===== src/rtl/dmem_lsu.sv =====
// dmem_lsu: turns MIPS32 byte/halfword/word loads and stores into word-only
// dmem transactions. Sub-word stores use a read-modify-write pass. Loads are
// lane-selected and sign/zero extended. Misaligned, out-of-range and
// reserved-size requests complete immediately with err set.
module dmem_lsu #(
  parameter int MEM_WORDS = 64,
  parameter int ADDR_W    = 32
) (
  input  logic              clk,
  input  logic              rst_n,
  input  logic              req,
  input  logic              wr,
  input  logic [1:0]        size,
  input  logic              uns,
  input  logic [ADDR_W-1:0] addr,
  input  logic [31:0]       wdata,
  output logic              busy,
  output logic              done,
  output logic              err,
  output logic [31:0]       rdata,
  output logic              mem_we,
  output logic              mem_re,
  output logic [31:0]       mem_a,
  output logic [31:0]       mem_wd,
  input  logic [31:0]       mem_rd
);

  typedef enum logic [1:0] {
    S_IDLE = 2'd0,
    S_RD   = 2'd1,
    S_WR   = 2'd2,
    S_DONE = 2'd3
  } state_t;

  state_t            state_q, state_d;
  logic [ADDR_W-1:0] addr_q, addr_d;
  logic              wr_q, wr_d;
  logic [1:0]        size_q, size_d;
  logic              uns_q, uns_d;
  logic [31:0]       wdata_q, wdata_d;
  logic              err_q, err_d;
  logic [31:0]       rdata_q, rdata_d;
  logic [31:0]       mem_wd_q, mem_wd_d;
  logic              acc_err_s;

  // Reserved size, misalignment for the access size, or a word index past the end of dmem.
  function automatic logic addr_error(input logic [ADDR_W-1:0] a, input logic [1:0] sz);
    logic e;
    case (sz)
      2'b00:   e = 1'b0;
      2'b01:   e = a[0];
      2'b10:   e = |a[1:0];
      default: e = 1'b1;
    endcase
    if ({2'b00, a[31:2]} >= 32'(MEM_WORDS)) begin
      e = 1'b1;
    end else begin
      e = e;
    end
    return e;
  endfunction

  // Select the addressed byte/halfword lane and extend it; words pass straight through.
  function automatic logic [31:0] load_extract(input logic [31:0] word, input logic [1:0] lane,
                                               input logic [1:0] sz, input logic unsign);
    logic [7:0]  b;
    logic [15:0] h;
    logic [31:0] r;
    b = 8'(word >> {lane, 3'b000});
    h = 16'(word >> {lane[1], 4'b0000});
    case (sz)
      2'b00:   r = unsign ? {24'h00_0000, b} : {{24{b[7]}}, b};
      2'b01:   r = unsign ? {16'h0000, h} : {{16{h[15]}}, h};
      default: r = word;
    endcase
    return r;
  endfunction

  // Replace only the addressed lane(s) of the old word with the store-data LSBs.
  function automatic logic [31:0] store_merge(input logic [31:0] word, input logic [31:0] data,
                                              input logic [1:0] lane, input logic [1:0] sz);
    logic [31:0] mask;
    logic [31:0] ins;
    case (sz)
      2'b00: begin
        mask = 32'h0000_00FF << {lane, 3'b000};
        ins  = {4{data[7:0]}};
      end
      2'b01: begin
        mask = 32'h0000_FFFF << {lane[1], 4'b0000};
        ins  = {2{data[15:0]}};
      end
      default: begin
        mask = 32'hFFFF_FFFF;
        ins  = data;
      end
    endcase
    return (word & ~mask) | (ins & mask);
  endfunction

  assign acc_err_s = addr_error(addr, size);

  // Next-state and captured-register updates; live CPU inputs only matter in IDLE.
  always_comb begin
    state_d  = state_q;
    addr_d   = addr_q;
    wr_d     = wr_q;
    size_d   = size_q;
    uns_d    = uns_q;
    wdata_d  = wdata_q;
    err_d    = err_q;
    rdata_d  = rdata_q;
    mem_wd_d = mem_wd_q;
    case (state_q)
      S_IDLE: begin
        if (req) begin
          addr_d  = addr;
          wr_d    = wr;
          size_d  = size;
          uns_d   = uns;
          wdata_d = wdata;
          err_d   = acc_err_s;
          if (acc_err_s) begin
            state_d = S_DONE;
          end else if (wr && (size == 2'b10)) begin
            mem_wd_d = wdata;
            state_d  = S_WR;
          end else begin
            state_d = S_RD;
          end
        end else begin
          state_d = S_IDLE;
        end
      end
      S_RD: begin
        if (wr_q) begin
          mem_wd_d = store_merge(mem_rd, wdata_q, addr_q[1:0], size_q);
          state_d  = S_WR;
        end else begin
          rdata_d = load_extract(mem_rd, addr_q[1:0], size_q, uns_q);
          state_d = S_DONE;
        end
      end
      S_WR:    state_d = S_DONE;
      S_DONE:  state_d = S_IDLE;
      default: state_d = S_IDLE;
    endcase
  end

  // State and captured registers; async reset abandons any operation in flight.
  always_ff @(posedge clk or negedge rst_n) begin
    if (!rst_n) begin
      state_q  <= S_IDLE;
      addr_q   <= '0;
      wr_q     <= 1'b0;
      size_q   <= 2'b00;
      uns_q    <= 1'b0;
      wdata_q  <= 32'h0000_0000;
      err_q    <= 1'b0;
      rdata_q  <= 32'h0000_0000;
      mem_wd_q <= 32'h0000_0000;
    end else begin
      state_q  <= state_d;
      addr_q   <= addr_d;
      wr_q     <= wr_d;
      size_q   <= size_d;
      uns_q    <= uns_d;
      wdata_q  <= wdata_d;
      err_q    <= err_d;
      rdata_q  <= rdata_d;
      mem_wd_q <= mem_wd_d;
    end
  end

  assign busy   = (state_q != S_IDLE);
  assign done   = (state_q == S_DONE);
  assign err    = (state_q == S_DONE) && err_q;
  assign mem_re = (state_q == S_RD);
  assign mem_we = (state_q == S_WR);
  assign mem_a  = {addr_q[31:2], 2'b00};
  assign mem_wd = mem_wd_q;
  assign rdata  = rdata_q;

endmodule


===== config.mk =====
export PLATFORM = sky130hd
export DESIGN_NAME = dmem_lsu
export DESIGN_NICKNAME = d
export VERILOG_FILES = /design/src/rtl/dmem_lsu.sv
export SDC_FILE = /design/constraint.sdc
export NUM_CORES = 1
export LEC_CHECK = 0
export ABC_AREA = 1
export BUFFER_PORTS_ARGS = -buffer_cell sky130_fd_sc_hd__buf_2
export CORE_UTILIZATION = 30
export CTS_BUF_LIST = sky130_fd_sc_hd__clkbuf_4
export DETAILED_ROUTE_END_ITERATION = 16
export GPL_TIMING_DRIVEN = 0
export SETUP_SLACK_MARGIN = 0.02
export SLEW_MARGIN = 20
export SYNTH_ARGS = -nofsm -noshare
export SYNTH_HDL_FRONTEND = slang
export SYNTH_SLANG_ARGS = --single-unit

===== constraint.sdc =====
create_clock -name clk -period 2 [get_ports clk]
set_input_delay 0.5 -clock clk [delete_from_list [all_inputs] [get_ports clk]]
set_output_delay 0.5 -clock clk [all_outputs]
set_load 0.01 [all_outputs]

==> impl_results.rst <==
.. list-table::
   :header-rows: 1

   * - Metric
     - Value
   * - Initial antenna violation count
     - 5
   * - Wire length of the first global-routing pass
     - 38700 um
   * - Register area
     - 3380 um^2
   * - Std-Cell Rows
     - 56
   * - Share of the synthesized area in the top cell type
     - 46.1%
   * - # fillers
     - 2514
   * - DIE HEIGHT
     - 158 um
   * - Largest cells by area after synthesis
     - sky130_fd_sc_hd__dfrtp_1, sky130_fd_sc_hd__nand2_1, sky130_fd_sc_hd__o21ai_0, sky130_fd_sc_hd__mux2_2, sky130_fd_sc_hd__a21oi_1
   * - Die Outline Area
     - 25100 um^2
   * - Area leader, netlist
     - sky130_fd_sc_hd__dfrtp_1
   * - Mapped Area
     - 7330 um^2
   * - Total power per unit cell area
     - 1730 nW/um^2
   * - Initial Util
     - 30.9%
   * - I/O Buffers
     - 201
   * - Area occupied by multi-input gates
     - 3160 um^2
   * - Post-route minimum period
     - 1.95 ns
   * - Minimum setup slack among reg-to-reg paths
     - 0.05 ns
   * - Actual slew at the worst max-slew pin
     - 0.697 ns
   * - Arrival time at the worst endpoint
     - 2.41 ns
   * - First-pass DRT Iterations
     - 5
   * - Clock Skew
     - 0.0275 ns
   * - Number of top-level pins
     - 204
   * - Maximum number of pins on one net before global-route repair
     - 88
   * - Clock tree from TritonCTS
     - done
   * - Share of async-settable or async-resettable flops after synthesis
     - 100%
   * - Max FO, Critical Path
     - 10
   * - Pleak
     - 4.82 nW
   * - Endpoint of the lowest-slack register-to-register path
     - mem_wd[21]$_DFFE_PN0P_
   * - Synthesized instance count
     - 915
   * - Chip width
     - 158 um
   * - CTS HTree Levels
     - 4
   * - Number of violations reported at the end of detailed-routing iteration 0
     - 599
   * - HP Start
     - addr[2]
   * - Number of buffers inserted during clock tree synthesis
     - 17
   * - Min-Delay Path Depth
     - 2
   * - Startpoint of the most critical register-to-register path
     - state_q[1]$_DFF_PN0_
   * - Post-Layout Inst Area
     - 9320 um^2
   * - WL final
     - 25700 um
   * - Total of max-cap violations
     - 0
   * - Clk Latency, worst-skew pair
     - 0.58 ns
   * - Cell with the most instances after synthesis
     - sky130_fd_sc_hd__nand2_1
   * - Routability congestion estimate from global placement
     - 0.917
   * - Logic gate share of total power
     - 56.7%
   * - Final worst setup slack
     - 0.0489 ns
   * - Antenna violation net count after detailed routing
     - 0
   * - Worst supply voltage drop on vdd
     - 538 uV
   * - Unrepaired setup endpoints after global routing
     - true
   * - Crit Path Class
     - reg -> reg
   * - Share of synthesized area occupied by flip-flops and latches
     - 46.1%
   * - Pint
     - 8.89 mW
   * - Number of enable flip-flop cells after synthesis
     - 0
   * - DRC violations left
     - 0
   * - Relative contribution of sequential cells to total power
     - 30.5%
   * - Core area
     - 23800 um^2
   * - Number of synthesized register bits
     - 135
   * - Post-Place Cell Area
     - 8780 um^2
   * - FF-to-FF path depth
     - 10
   * - Worst slew margin relative to its limit
     - 53.6%
   * - HPWL reported at the end of detailed placement
     - 19800 um
   * - Place WS
     - -0.248 ns
   * - Number of global-route vias before repair
     - 6613
   * - Number of synthesis warnings
     - 0
   * - Drt via density
     - 4.72
   * - Data required time at the worst endpoint
     - 2.46 ns
   * - Area added between synthesis and finish
     - 27.1%
   * - Crit. End Element
     - flip-flop
   * - CTS sink count
     - 135
   * - Clock-pin slew on the worst setup and hold paths
     - 0.12 ns
   * - Total routing resource utilization after global routing
     - 20.9%
   * - Count of different cell masters after synthesis
     - 36
   * - Net switching power
     - 7.24 mW
   * - Proportion of total power due to net switching
     - 44.9%
   * - Worst hold-check path type
     - in -> reg
   * - Highest clock rate
     - 513 MHz
   * - Sink of the worst hold path
     - addr_q[2]$_DFFE_PN0P_
   * - Share of power burned in the clock network
     - 12.8%
   * - Max Root-Sink Buffers
     - 2
   * - Status
     - finished clean
   * - Via count
     - 6988
   * - Congestion Overflow GR
     - 0
   * - Layout net count
     - 1255
   * - Share of the cycle needed by the critical path after routing
     - 97.6%
   * - DR WL/cell
     - 17.4 um
   * - Share of final-layout standard cells stronger than drive strength 1
     - 34.0%
   * - Clock root buffer
     - sky130_fd_sc_hd__clkbuf_4
   * - Top FF cell, synth
     - sky130_fd_sc_hd__dfrtp_1
   * - Endpoints failing hold
     - 0
   * - Most used standard cells in the synthesized netlist
     - sky130_fd_sc_hd__nand2_1, sky130_fd_sc_hd__dfrtp_1, sky130_fd_sc_hd__o21ai_0
   * - Max-slew violation count
     - 0
   * - Type of element launching the critical path
     - flip-flop
   * - Count of endpoints failing setup in the final report
     - 0
   * - Post-Synthesis Mean Instance Area
     - 8.01 um^2
## cell type report
| class | instances | share of cell area, % |
|---|---|---|
| antenna | 2 | 0.0537 |
| buffer | 84 | 6.20 |
| clock buffer | 17 | 1.37 |
| clock inverter | 13 | 1.96 |
| inverter | 91 | 3.84 |
| multi-input combinational | 606 | 33.9 |
| sequential | 135 | 36.2 |
| tap | 319 | 4.28 |
| timing repair buffer | 212 | 12.2 |
## metrics by stage
step | utilization [%] | hold WS (ns) | instances | power (mW) | setup TNS (ns)
floorplan | - | 0.204 | 916 | 10.6 | 0
global placement | 36.8 | 0.451 | 1436 | 13.5 | -231.23
detailed placement | 37.0 | 0.453 | 1437 | 13.6 | -6.14
CTS | 38.5 | 0.125 | 1468 | 15.8 | -0.0274
global route | 39.2 | 0.112 | 1478 | 17.5 | -1.02
finish | 39.2 | 0.162 | 1479 | 16.1 | 0
## how the worst max path moves through the flow
stage	from	to	slack [ns]	cells after the start
floorplan	state_q[1]$_DFF_PN0_	rdata[15]$_DFFE_PN0P_	0.23	9
global placement	rst_n	mem_wd[7]$_DFFE_PN0P_	-1.68	1
detailed placement	state_q[0]$_DFF_PN0_	addr_q[29]$_DFFE_PN0P_	-0.25	6
CTS	state_q[0]$_DFF_PN0_	busy	-0.03	4
global route	state_q[1]$_DFF_PN0_	mem_wd[24]$_DFFE_PN0P_	-0.07	10
finish	state_q[1]$_DFF_PN0_	mem_wd[21]$_DFFE_PN0P_	0.05	10
## cells by family after synthesis
family,count (synthesis),synth area share [%]
AO/OA/AOI/OAI,201,14.8
adder cells (fa/ha/maj),5,0.853
buffers and inverters,175,11.9
flip-flops,135,46.1
multiplexers,35,5.37
other,1,0.0511
AND/OR/NAND/NOR,363,21.0
## critical path, cell delays in order (launching register included)
cell and delay, ns:
sky130_fd_sc_hd__dfrtp_1 0.43, sky130_fd_sc_hd__inv_2 0.11, sky130_fd_sc_hd__ha_2 0.20, sky130_fd_sc_hd__buf_6 0.14
sky130_fd_sc_hd__clkinvlp_4 0.13, sky130_fd_sc_hd__buf_4 0.16, sky130_fd_sc_hd__a21oi_4 0.29, sky130_fd_sc_hd__nand2_4 0.13
sky130_fd_sc_hd__buf_6 0.17, sky130_fd_sc_hd__nand2_1 0.06, sky130_fd_sc_hd__nand2_1 0.04
## power groups by stage
| stage | combinational (mW) | clock, mW | sequential [mW] |
|---|---|---|---|
| 2_1_floorplan | 5.57 | 0 | 5.07 |
| 3_3_place_gp | 8.57 | 0 | 4.92 |
| 3_5_place_dp | 8.68 | 0 | 4.95 |
| 4_1_cts | 8.78 | 2.12 | 4.91 |
| 5_1_grt | 10.2 | 2.24 | 5.07 |
| 6_report | 9.15 | 2.07 | 4.92 |
## metal layers
metal	GRT usage [%]	wire, um	vias to the layer above
li1	-	-	3426
met1	27.4	11300	3275
met2	33.2	11800	248
met3	6.07	1980	35
met4	6.27	539	4
met5	0	21	-
## timing repair
action	CTS	global route
hold buffers	1	0
resized for setup	13	47
hold endpoints to repair	86	0
buffers inserted	0	9
pin swaps	1	4
setup endpoints to repair	78	84
## sequential cells by signal, summed over array words and instances (netlist names)
name,count
addr_q,32
err_q,1
mem_wd,32
rdata,32
size_q,2
state_q,2
uns_q,1
wdata_q,32
wr_q,1
## placed cells by master (no fill, tap or decap), drive strengths merged
master	netlist	routed
inv	91	90
o21bai	1	1
o21ai	96	96
conb	1	2
a31oi	1	1
nor3	2	2
a22oi	1	1
bufinv	0	4
clkbuf	24	39
diode	0	2
buf	60	273
o211ai	9	9
ha	5	5
nand2	221	221
dlygate4sd3	0	1
clkinv	0	5
nand4	3	3
a221oi	1	1
or2	20	20
nor2	57	57
o22ai	16	16
clkinvlp	0	5
a21oi	73	73
dfrtp	135	135
a41oi	3	3
mux2	35	35
nand3	60	60
No activity file was read; power rests on OpenSTA's default activity.
